`src/rtl/count_seq_monitor_pkg.sv`:
```
// count_seq_monitor_pkg: FSM state encodings and default widths shared by the monitor slice
package count_seq_monitor_pkg;
  typedef enum logic [1:0] {
    ST_IDLE  = 2'd0,
    ST_TRACK = 2'd1,
    ST_ERROR = 2'd2
  } state_t;
  localparam int DEF_WIDTH  = 4;
  localparam int DEF_WRAP_W = 8;
  localparam int DEF_ERR_W  = 8;
endpackage

```
`src/rtl/count_seq_monitor_if.sv`:
```
// count_seq_monitor_if: counter sample inputs and monitor status outputs
interface count_seq_monitor_if #(
  parameter int WIDTH  = 4,
  parameter int WRAP_W = 8,
  parameter int ERR_W  = 8
);
  logic [WIDTH-1:0]  count;
  logic              cnt_valid;
  logic              cmp_en;
  logic [WIDTH-1:0]  cmp_value;
  logic              clr_err;
  logic              wrap_pulse;
  logic              match_pulse;
  logic              seq_err;
  logic              err_sticky;
  logic [WRAP_W-1:0] wrap_count;
  logic [ERR_W-1:0]  err_count;
  logic              in_sync;
  modport master (
    output count, cnt_valid, cmp_en, cmp_value, clr_err,
    input  wrap_pulse, match_pulse, seq_err, err_sticky, wrap_count, err_count, in_sync
  );
  modport slave (
    input  count, cnt_valid, cmp_en, cmp_value, clr_err,
    output wrap_pulse, match_pulse, seq_err, err_sticky, wrap_count, err_count, in_sync
  );
endinterface

```
`src/rtl/count_seq_monitor_sat_inc_counter.sv`:
```
// sat_inc_counter: saturating up-counter; a clear coincident with an increment loads 1
module sat_inc_counter #(
  parameter int W = 8
) (
  input  logic         clk,
  input  logic         reset,
  input  logic         clr,
  input  logic         inc,
  output logic [W-1:0] q
);
  logic [W-1:0] r_q;
  always_ff @(posedge clk) begin
    if (reset) r_q <= '0;
    else if (clr) r_q <= inc ? W'(1) : '0;
    else if (inc && !(&r_q)) r_q <= r_q + W'(1);
  end
  assign q = r_q;
endmodule

```
`src/rtl/count_seq_monitor.sv`:
```
// count_seq_monitor: checks a counter stream for +1 steps, reports wraps, matches and errors
module count_seq_monitor
  import count_seq_monitor_pkg::*;
#(
  parameter int WIDTH      = DEF_WIDTH,
  parameter int WRAP_W     = DEF_WRAP_W,
  parameter int ERR_W      = DEF_ERR_W,
  parameter int RESYNC_LEN = 3,
  parameter bit HOLD_OK    = 1'b0
) (
  input logic clk,
  input logic reset,
  count_seq_monitor_if.slave bus
);
  localparam int RW = $clog2(RESYNC_LEN + 1);
  state_t            r_state, w_state_nxt;
  logic [WIDTH-1:0]  r_prev;
  logic [RW-1:0]     r_resync, w_resync_nxt, w_resync_inc;
  logic              w_checked, w_legal, w_illegal, w_wrap_ev, w_match, w_resync_done;
  logic              r_wrap_pulse, r_match_pulse, r_seq_err, r_err_sticky, r_in_sync;
  logic [WRAP_W-1:0] w_wrap_count;
  logic [ERR_W-1:0]  w_err_count;
  assign w_checked     = bus.cnt_valid && (r_state == ST_TRACK || r_state == ST_ERROR);
  assign w_legal       = (bus.count == r_prev + WIDTH'(1)) || (HOLD_OK && bus.count == r_prev);
  assign w_illegal     = w_checked && !w_legal;
  assign w_wrap_ev     = w_checked && w_legal && (&r_prev) && (bus.count == '0);
  assign w_match       = bus.cnt_valid && bus.cmp_en && (bus.count == bus.cmp_value);
  assign w_resync_inc  = r_resync + RW'(1);
  assign w_resync_done = w_resync_inc == RW'(RESYNC_LEN);
  always_comb begin
    w_state_nxt  = (r_state inside {ST_IDLE, ST_TRACK, ST_ERROR}) ? r_state : ST_IDLE;
    w_resync_nxt = r_resync;
    if (bus.cnt_valid) begin
      case (r_state)
        ST_IDLE:  w_state_nxt = ST_TRACK;
        ST_TRACK: w_state_nxt = w_legal ? ST_TRACK : ST_ERROR;
        ST_ERROR: begin
          w_state_nxt  = (w_legal && w_resync_done) ? ST_TRACK : ST_ERROR;
          w_resync_nxt = (!w_legal || w_resync_done) ? '0 : w_resync_inc;
        end
        default:  w_state_nxt = ST_IDLE;
      endcase
    end
    if (bus.clr_err) begin
      w_state_nxt  = ST_IDLE;
      w_resync_nxt = '0;
    end
  end
  always_ff @(posedge clk) begin
    if (reset) begin
      r_state       <= ST_IDLE;
      r_resync      <= '0;
      r_prev        <= '0;
      r_wrap_pulse  <= 1'b0;
      r_match_pulse <= 1'b0;
      r_seq_err     <= 1'b0;
      r_err_sticky  <= 1'b0;
      r_in_sync     <= 1'b0;
    end else begin
      r_state       <= w_state_nxt;
      r_resync      <= w_resync_nxt;
      if (bus.cnt_valid) r_prev <= bus.count;
      r_wrap_pulse  <= w_wrap_ev;
      r_match_pulse <= w_match;
      r_seq_err     <= w_illegal;
      r_err_sticky  <= w_illegal || (r_err_sticky && !bus.clr_err);
      r_in_sync     <= w_state_nxt == ST_TRACK;
    end
  end
  sat_inc_counter #(.W(WRAP_W)) u_wrap_cnt (
    .clk(clk), .reset(reset), .clr(1'b0), .inc(w_wrap_ev), .q(w_wrap_count)
  );
  sat_inc_counter #(.W(ERR_W)) u_err_cnt (
    .clk(clk), .reset(reset), .clr(bus.clr_err), .inc(w_illegal), .q(w_err_count)
  );
  assign bus.wrap_pulse  = r_wrap_pulse;
  assign bus.match_pulse = r_match_pulse;
  assign bus.seq_err     = r_seq_err;
  assign bus.err_sticky  = r_err_sticky;
  assign bus.wrap_count  = w_wrap_count;
  assign bus.err_count   = w_err_count;
  assign bus.in_sync     = r_in_sync;
endmodule

```
`src/flat_wrapper.sv`:
```
// flat-port wrapper written by rule: the top's interface ports become plain ports
module count_seq_monitor_flat import count_seq_monitor_pkg::*;
#(
  parameter int WIDTH      = DEF_WIDTH,
  parameter int WRAP_W     = DEF_WRAP_W,
  parameter int ERR_W      = DEF_ERR_W,
  parameter int RESYNC_LEN = 3,
  parameter bit HOLD_OK    = 1'b0
)
  (clk, reset, bus_count, bus_cnt_valid, bus_cmp_en, bus_cmp_value, bus_clr_err, bus_wrap_pulse, bus_match_pulse, bus_seq_err, bus_err_sticky, bus_wrap_count, bus_err_count, bus_in_sync);
  count_seq_monitor_if #(.WIDTH(WIDTH), .WRAP_W(WRAP_W), .ERR_W(ERR_W)) bus_i ();
  input logic clk;
  input logic reset;
  input wire logic [$bits(bus_i.count)-1:0] bus_count;
  input wire logic [$bits(bus_i.cnt_valid)-1:0] bus_cnt_valid;
  input wire logic [$bits(bus_i.cmp_en)-1:0] bus_cmp_en;
  input wire logic [$bits(bus_i.cmp_value)-1:0] bus_cmp_value;
  input wire logic [$bits(bus_i.clr_err)-1:0] bus_clr_err;
  output wire logic [$bits(bus_i.wrap_pulse)-1:0] bus_wrap_pulse;
  output wire logic [$bits(bus_i.match_pulse)-1:0] bus_match_pulse;
  output wire logic [$bits(bus_i.seq_err)-1:0] bus_seq_err;
  output wire logic [$bits(bus_i.err_sticky)-1:0] bus_err_sticky;
  output wire logic [$bits(bus_i.wrap_count)-1:0] bus_wrap_count;
  output wire logic [$bits(bus_i.err_count)-1:0] bus_err_count;
  output wire logic [$bits(bus_i.in_sync)-1:0] bus_in_sync;
  assign bus_i.count = bus_count;
  assign bus_i.cnt_valid = bus_cnt_valid;
  assign bus_i.cmp_en = bus_cmp_en;
  assign bus_i.cmp_value = bus_cmp_value;
  assign bus_i.clr_err = bus_clr_err;
  assign bus_wrap_pulse = bus_i.wrap_pulse;
  assign bus_match_pulse = bus_i.match_pulse;
  assign bus_seq_err = bus_i.seq_err;
  assign bus_err_sticky = bus_i.err_sticky;
  assign bus_wrap_count = bus_i.wrap_count;
  assign bus_err_count = bus_i.err_count;
  assign bus_in_sync = bus_i.in_sync;
  count_seq_monitor #(.WIDTH(WIDTH), .WRAP_W(WRAP_W), .ERR_W(ERR_W), .RESYNC_LEN(RESYNC_LEN), .HOLD_OK(HOLD_OK)) u_core (.clk(clk), .reset(reset), .bus(bus_i));
endmodule
```
`config.mk`:
```
export PLATFORM = sky130hd
export DESIGN_NAME = count_seq_monitor_flat
export DESIGN_NICKNAME = d
export VERILOG_FILES = /design/src/rtl/count_seq_monitor_pkg.sv /design/src/rtl/count_seq_monitor_if.sv /design/src/rtl/count_seq_monitor_sat_inc_counter.sv /design/src/rtl/count_seq_monitor.sv /design/src/flat_wrapper.sv
export SDC_FILE = /design/constraint.sdc
export NUM_CORES = 1
export LEC_CHECK = 0
export ABC_AREA = 1
export CAP_MARGIN = 20
export CELL_PAD_IN_SITES_DETAIL_PLACEMENT = 1
export CELL_PAD_IN_SITES_GLOBAL_PLACEMENT = 2
export CORE_UTILIZATION = 28
export CTS_BUF_LIST = sky130_fd_sc_hd__clkbuf_16
export CTS_CLUSTER_SIZE = 24
export DETAILED_ROUTE_END_ITERATION = 16
export MAX_ROUTING_LAYER = met4
export PLACE_DENSITY = 0.84
export SKIP_CTS_REPAIR_TIMING = 1
export SYNTH_ARGS = -nofsm -noshare
export SYNTH_HDL_FRONTEND = slang
export SYNTH_HIERARCHICAL = 1
export SYNTH_SLANG_ARGS = --single-unit
export TNS_END_PERCENT = 10
```
`constraint.sdc`:
```
create_clock -name clk -period 2.33 [get_ports clk]
set_clock_uncertainty 0.15 [all_clocks]
set_input_delay 0.466 -clock clk [delete_from_list [all_inputs] [get_ports clk]]
set_output_delay 0.466 -clock clk [all_outputs]
set_load 0.03 [all_outputs]
```
==> results of run 1 <==
metal layers:
| layer | global-route usage [%] | vias to the layer above | part of all wire (%) |
|---|---|---|---|
| met3 | 3.082 | 5 | 2.3 |
| met1 | 18.49 | 882 | 47 |
| met5 | - | - | 0 |
| met4 | 5.643 | 0 | 1.4 |
| met2 | 27.50 | 22 | 50 |
| li1 | - | 983 | - |
Yosys cell counts:
cell | number | share of area, %
dfxtp_1 | 29 | 32
nor2_4 | 2 | 1.2
or2_2 | 3 | 1.0
nand3_4 | 1 | 0.95
clkinv_1 | 1 | 0.20
a211oi_2 | 1 | 0.68
nand2_1 | 58 | 12
nand3_1 | 29 | 7.9
a21oi_1 | 17 | 4.6
xor2_1 | 2 | 0.95
nor3_1 | 3 | 0.81
nand2_2 | 11 | 3.7
o21ai_0 | 7 | 1.9
nand3_2 | 1 | 0.54
nand4_1 | 8 | 2.7
conb_1 | 1 | 0.20
nor2_2 | 4 | 1.4
ha_1 | 10 | 6.8
inv_2 | 4 | 0.81
inv_1 | 39 | 7.9
o21ai_1 | 2 | 0.54
buf_6 | 1 | 0.61
nor4_1 | 2 | 0.68
nand3b_1 | 3 | 1.2
nor2_1 | 29 | 5.9
nand2_4 | 4 | 2.4
a21oi_2 | 2 | 0.95
report_power, final:
group | switching (W) | internal [W] | leakage, nW | total (W)
Clock | 0.000221 | 0.000385 | 0.0687 | 0.000607
Combinational | 0.000112 | 0.0000834 | 0.813 | 0.000195
Sequential | 0.0000131 | 0.000511 | 0.236 | 0.000524
sequential cells by signal (all words and copies together) (netlist names):
register / flops
u_core/r_resync: 2
u_core/u_wrap_cnt/q: 8
u_core/bus.in_sync: 1
u_core/r_prev: 4
u_core/bus.wrap_pulse: 1
u_core/r_state: 2
u_core/bus.match_pulse: 1
u_core/u_err_cnt/q: 8
u_core/bus.err_sticky: 1
u_core/bus.seq_err: 1
worst max-delay path, delay by kind of cell:
family	cells	cell delay [ns]
AND/OR/NAND/NOR	9	0.79
buffers and inverters	3	0.79
AO/OA/AOI/OAI	1	0.12
per-stage QoR:
step,util (%),area [um2],TNS (ns),instances
after detailed placement,37.34,2371,-0.2983,400
final,39.51,2509,0,408
after global placement,37.34,2371,0,400
after global routing,39.51,2509,0,408
after CTS,39.51,2509,0,408
after floorplan,-,1858,0,278
path summary, 6_finish.rpt:
path / end / startpoint
max: u_core/u_err_cnt/q[4]$_SDFFE_PP0P_ / bus_count[2]
min: u_core/u_err_cnt/q[6]$_SDFFE_PP0P_ / u_core/u_err_cnt/q[6]$_SDFFE_PP0P_
max reg2reg: u_core/u_err_cnt/q[4]$_SDFFE_PP0P_ / u_core/r_prev[0]$_SDFFE_PP0P_
min reg2reg: u_core/u_err_cnt/q[6]$_SDFFE_PP0P_ / u_core/u_err_cnt/q[6]$_SDFFE_PP0P_
area by class of cell:
class / instances / area share [%]
inverter: 44 / 6.584
tap: 77 / 3.840
clock buffer: 5 / 4.988
clock inverter: 3 / 0.4988
multi-input combinational: 204 / 43.89
timing repair buffer: 46 / 17.06
sequential: 29 / 23.14
logic make-up (layout without fill, tap and decap cells):
| kind of cell | count (synthesis) | after routing |
|---|---|---|
| other | 1 | 5 |
| flip-flops | 29 | 29 |
| AND/OR/NAND/NOR | 158 | 158 |
| XOR/XNOR | 2 | 2 |
| buffers and inverters | 45 | 98 |
| adder cells (fa/ha/maj) | 10 | 10 |
| AO/OA/AOI/OAI | 29 | 29 |
==> results by group, run 1 <==
Logic synthesis
  • Adder-cell share of the synthesized area: 6.789%
  • Yosys reg bits: 29
  • Synth Area in Compound Gates: under 10%
  • Simple-gate share of the synthesized area: 42.29%
  • Post-synthesis mux area share: 0%
  • YS warnings: 6
  • Netlist area before placement: 1843 um2
  • XOR/XNOR share of the synthesized area: 0.9504%
  • Yosys cell types: 27
  • Cells after Synth: 274
  • Register area share after synthesis: 31.50%
  • Post-Syn Area per Cell: about 6.7 um2
  • Largest family of logic cells by synthesized area: simple AND/OR/NAND/NOR gates

Cells and area
  • Total Nets Final: 353
  • Most common cell after layout, fill and taps aside: nand2_1
  • Area Growth Syn to Fin: 36.12%
  • Most frequent cells in the layout: 58 x nand2_1, 39 x inv_1, 33 x clkdlybuf4s50_1
  • # diodes: 0
  • Multi-input gate area in the final layout: 1101 um2
  • Share of layout cells above drive strength 1: between 10% and 20%
  • FF/Latch Area: just under 600 um2
  • Fill count: 826

Power
  • Leak: 1.117 nW
  • PwrDens: 528.2 nW/um2
  • Total power: about 0.0013 W
  • Peak VDD IR: 0.2959 mV

GRT
  • Pin count of the biggest net entering global routing: 16
  • Total gr overflow: 0
  • Tot GR Track Use: 15.97%
  • Initial antenna violation count: 0
  • Global-route wire length before repair: 8652 um
  • Vias in the first global route: 1,965

Worst hold path
  • Worst hold stages: 2
  • Worst Hold Class: register to register

Placement
  • Port buffer count: 33
  • Pre-CTS WS: -0.06840 ns
  • Gp weighted congestion: between 0.8 and 0.9
  • DPL Wire Length: 3835 um

CTS
  • CTS H-tree lvls: 2
  • CTS Buf Count: 5
  • Clk slew on worst S/H paths: 0.05 ns
  • CTS max path bufs: 2
  • CTS tree: yes
  • Root Buffer: clkbuf_16
  • Clock Latency Late Sink: 0.28 ns
  • Clock sink count: 29

Setup path
  • CP Max Fanout: 7
  • Worst Path Required: roughly 2.4 ns
  • Crit-path slowest cell: clkdlybuf4s50_1
  • Worst path cell trace: clkdlybuf4s50_1, inv_2, nand2_1, nand2_1, nand2_1, nand2_2, nand3_4, nand2_1, inv_1, nand2_4, nand2_2, nand2_1, a21oi_1
  • WS Path Type: input pin to register
  • Worst Setup End Kind: register
  • R2R depth: 12
  • Crit path DAT: 2.17 ns
  • Startpoint types: input pin
  • Most used cell, CP: nand2_1
  • Crit path largest cell delay: 0.51 ns
  • FF-to-FF setup slack: 0.32 ns

Die
  • Die H: 83.13 um
  • Ports: 34
  • Std-Cell Rows: 29
  • Full die area: ~6900 um2
  • Core region area: 6350 um2
  • Starting density of the core: 29.02%
  • Die W: slightly above 80 um

Timing
  • Crit share post-route: 90.81%
  • Unrepaired setup endpoints after global routing: false
  • Final setup fails: 0
  • Setup ws final: 0.2142 ns
  • Final Hold Fails: 0
  • Achievable Freq: 472.6 MHz
  • Max-slew violation count: 0
  • Tmin final: 2.116 ns
  • Fin Hold WS: 0.3150 ns

Detailed routing
  • Total Wirelength: 4897 um
  • WL per Instance: about 12 um
  • Avg Vias per Cell: around 4.6
  • Vias: between 1,500 and 2,000
  • Initial DRC Count: 72
  • Drt drc: 0
  • Antenna-violating nets left: 0
  • TritonRoute pass-1 iters: 4

Flow run
  • Max-Cap Viols: 0

Status
  • Status: completed
Power figures use the tool's default switching activity.
==> run 2: changes to the inputs <==
--- a/config.mk
+++ b/config.mk
@@ -9,6 +9,7 @@
 export CAP_MARGIN = 20
 export CELL_PAD_IN_SITES_DETAIL_PLACEMENT = 1
 export CELL_PAD_IN_SITES_GLOBAL_PLACEMENT = 2
+export CORE_MARGIN = 4
 export CORE_UTILIZATION = 28
 export CTS_BUF_LIST = sky130_fd_sc_hd__clkbuf_16
 export CTS_CLUSTER_SIZE = 24
==> run 2 against run 1 <==
Compared with the run above:
- sequential share of layout area shrank 0.15 points
- register-to-register slack about the same
- fmax shrank 1.8%
- utilization barely moved
- largest cell class unchanged
- critical endpoint is now u_core/u_err_cnt/q[0]$_SDFFE_PP0P_
- first-iteration DRC count fell by 29%
- critical path depth unchanged
- worst setup slack got worse by 0.039 ns
- sequential power barely moved
- via count is 0.79% lower
- non-clock buffer count rose by 2
- routed wire length is 1.7% higher
==> results by group, run 2 (synthesized netlist as in run 1, its figures left out) <==
Power
  • Leak: 1.134 nW (+1.5%)
  • Total power: 0.001336 W (+0.81%)
  • PwrDens: 529.1 nW/um2 (+0.16%)
  • Peak VDD IR: 0.2684 mV (-9.3%)

Setup path
  • CP Max Fanout: 7 (unchanged)
  • WS Path Type: input pin to register
  • Crit path DAT: 2.21 ns (+0.04 ns)
  • Worst Setup End Kind: register
  • R2R depth: 12 (unchanged)
  • Worst Path Required: 2.38 ns (about the same)
  • Startpoint types: input pin

Detailed routing
  • Avg Vias per Cell: 4.578 (-1.3%)
  • Initial DRC Count: 51 (-29%)
  • Antenna-violating nets left: 0 (unchanged)
  • TritonRoute pass-1 iters: 4 (unchanged)
  • Vias: 1,877 (-0.79%)
  • Drt drc: 0 (unchanged)
  • Total Wirelength: 4978 um (+1.7%)
  • WL per Instance: 12.14 um (+1.2%)

Placement
  • Pre-CTS WS: -0.08756 ns (-0.01917 ns)
  • Port buffer count: 33 (unchanged)
  • DPL Wire Length: 3994 um (+4.1%)
  • Dpl cells: 400 (unchanged)
  • Gp weighted congestion: 0.8487 (+5.6%)

Die
  • Core region area: 6386 um2 (+0.57%)
  • Ports: 34 (unchanged)
  • Die W: 89.13 um (+7.2%)
  • Die H: 89.13 um (+7.2%)
  • Starting density of the core: 28.86% (-0.16 points)
  • Std-Cell Rows: 29 (unchanged)
  • Full die area: 7944 um2 (+15%)

CTS
  • Clock Latency Late Sink: 0.28 ns (about the same)
  • CTS max path bufs: 2 (unchanged)
  • Clock sink count: 29 (unchanged)
  • CTS Buf Count: 5 (unchanged)
  • Clk slew on worst S/H paths: 0.05 ns (about the same)
  • CTS tree: yes
  • CTS H-tree lvls: 2 (unchanged)
  • Root Buffer: clkbuf_16

GRT
  • Global-route wire length before repair: 8459 um (-2.2%)
  • Initial antenna violation count: 0 (unchanged)
  • Pin count of the biggest net entering global routing: 16 (unchanged)
  • Total gr overflow: 0 (unchanged)
  • Tot GR Track Use: 14.17% (-1.8 points)
  • Vias in the first global route: 1,866 (-5.0%)

Cells and area
  • Most common cell after layout, fill and taps aside: nand2_1
  • # diodes: 0 (unchanged)
  • Share of layout cells above drive strength 1: 16.52% (+0.81 points)
  • Most frequent cells in the layout: 58 x nand2_1, 40 x inv_1, 33 x clkdlybuf4s50_1
  • Total Nets Final: 355 (+0.57%)
  • Area Growth Syn to Fin: 37.00%
  • Post-Layout Cell Count: 410 (+0.49%)

Timing
  • Final setup fails: 0 (unchanged)
  • Max-slew violation count: 0 (unchanged)
  • Setup ws final: 0.1750 ns (-0.03927 ns)
  • Achievable Freq: 464.0 MHz (-1.8%)
  • Unrepaired setup endpoints after global routing: false
  • Crit share post-route: 92.49% (+1.7 points)
  • Tmin final: 2.155 ns (+0.03927 ns)
  • Final Hold Fails: 0 (unchanged)

Worst hold path
  • Worst hold stages: 2 (unchanged)
  • Worst Hold Class: register to register

Status
  • Status: completed

Flow run
  • Max-Cap Viols: 0 (unchanged)
run 2: cell count changes in the layout (fill, tap and decap cells not counted), sizes merged:
cell | previous run | this run
inv | 43 | 44
buf | 13 | 15
clkinv | 4 | 3
run 2: final cells by class:
type	instances	area [um2]
Clock inverter	3	13.76
Fill cell	813	3861
Inverter	44	165.2
Clock buffer	5	125.1
Sequential cell	29	580.6
Timing Repair Buffer	48	442.9
Tap cell	77	96.34
Multi-Input combinational cell	204	1101
run 2: critical path, stage by stage:
cell	delay [ns]
clkdlybuf4s50_1	0.55
inv_2	0.06
nand2_1	0.09
nand2_1	0.06
nand2_1	0.07
nand2_2	0.06
nand3_4	0.10
nand2_1	0.07
inv_1	0.21
nand2_4	0.11
nand2_2	0.13
nand2_1	0.07
a21oi_1	0.14
run 2: report_power, final:
part | internal, W | switching, W | leakage, nW
logic | 0.0000833 | 0.000110 | 0.824
registers | 0.000510 | 0.0000133 | 0.236
clock network | 0.000387 | 0.000231 | 0.0748
total | 0.000981 | 0.000355 | 1.13
run 2: final timing paths:
path                                      start                                  to  slack [ns]
min reg2reg  u_core/u_err_cnt/q[6]$_SDFFE_PP0P_  u_core/u_err_cnt/q[6]$_SDFFE_PP0P_        0.31
min          u_core/u_err_cnt/q[6]$_SDFFE_PP0P_  u_core/u_err_cnt/q[6]$_SDFFE_PP0P_        0.31
max                                bus_count[2]  u_core/u_err_cnt/q[0]$_SDFFE_PP0P_        0.17
max reg2reg       u_core/r_prev[0]$_SDFFE_PP0P_  u_core/u_err_cnt/q[0]$_SDFFE_PP0P_        0.32
run 2: metrics by stage:
stage	utilization (%)	hold WS (ns)	instance area, um2	setup TNS, ns
final	39.54	0.3149	2525	0
after global routing	39.54	0.3539	2525	0
after CTS	39.30	0.3187	2510	0
after detailed placement	37.13	0.3118	2371	-0.5468
after global placement	37.13	0.3039	2371	-0.001019
after floorplan	-	0.2972	1858	0
run 2: per-layer routing:
layer  up-vias  routed length, um  global-route usage, %
li1        984                  -                      -
met1       866               2279                  17.05
met2        21               2480                  23.38
met3         6                146                  3.318
met4         0                 72                  4.465
met5         -                  0                      -
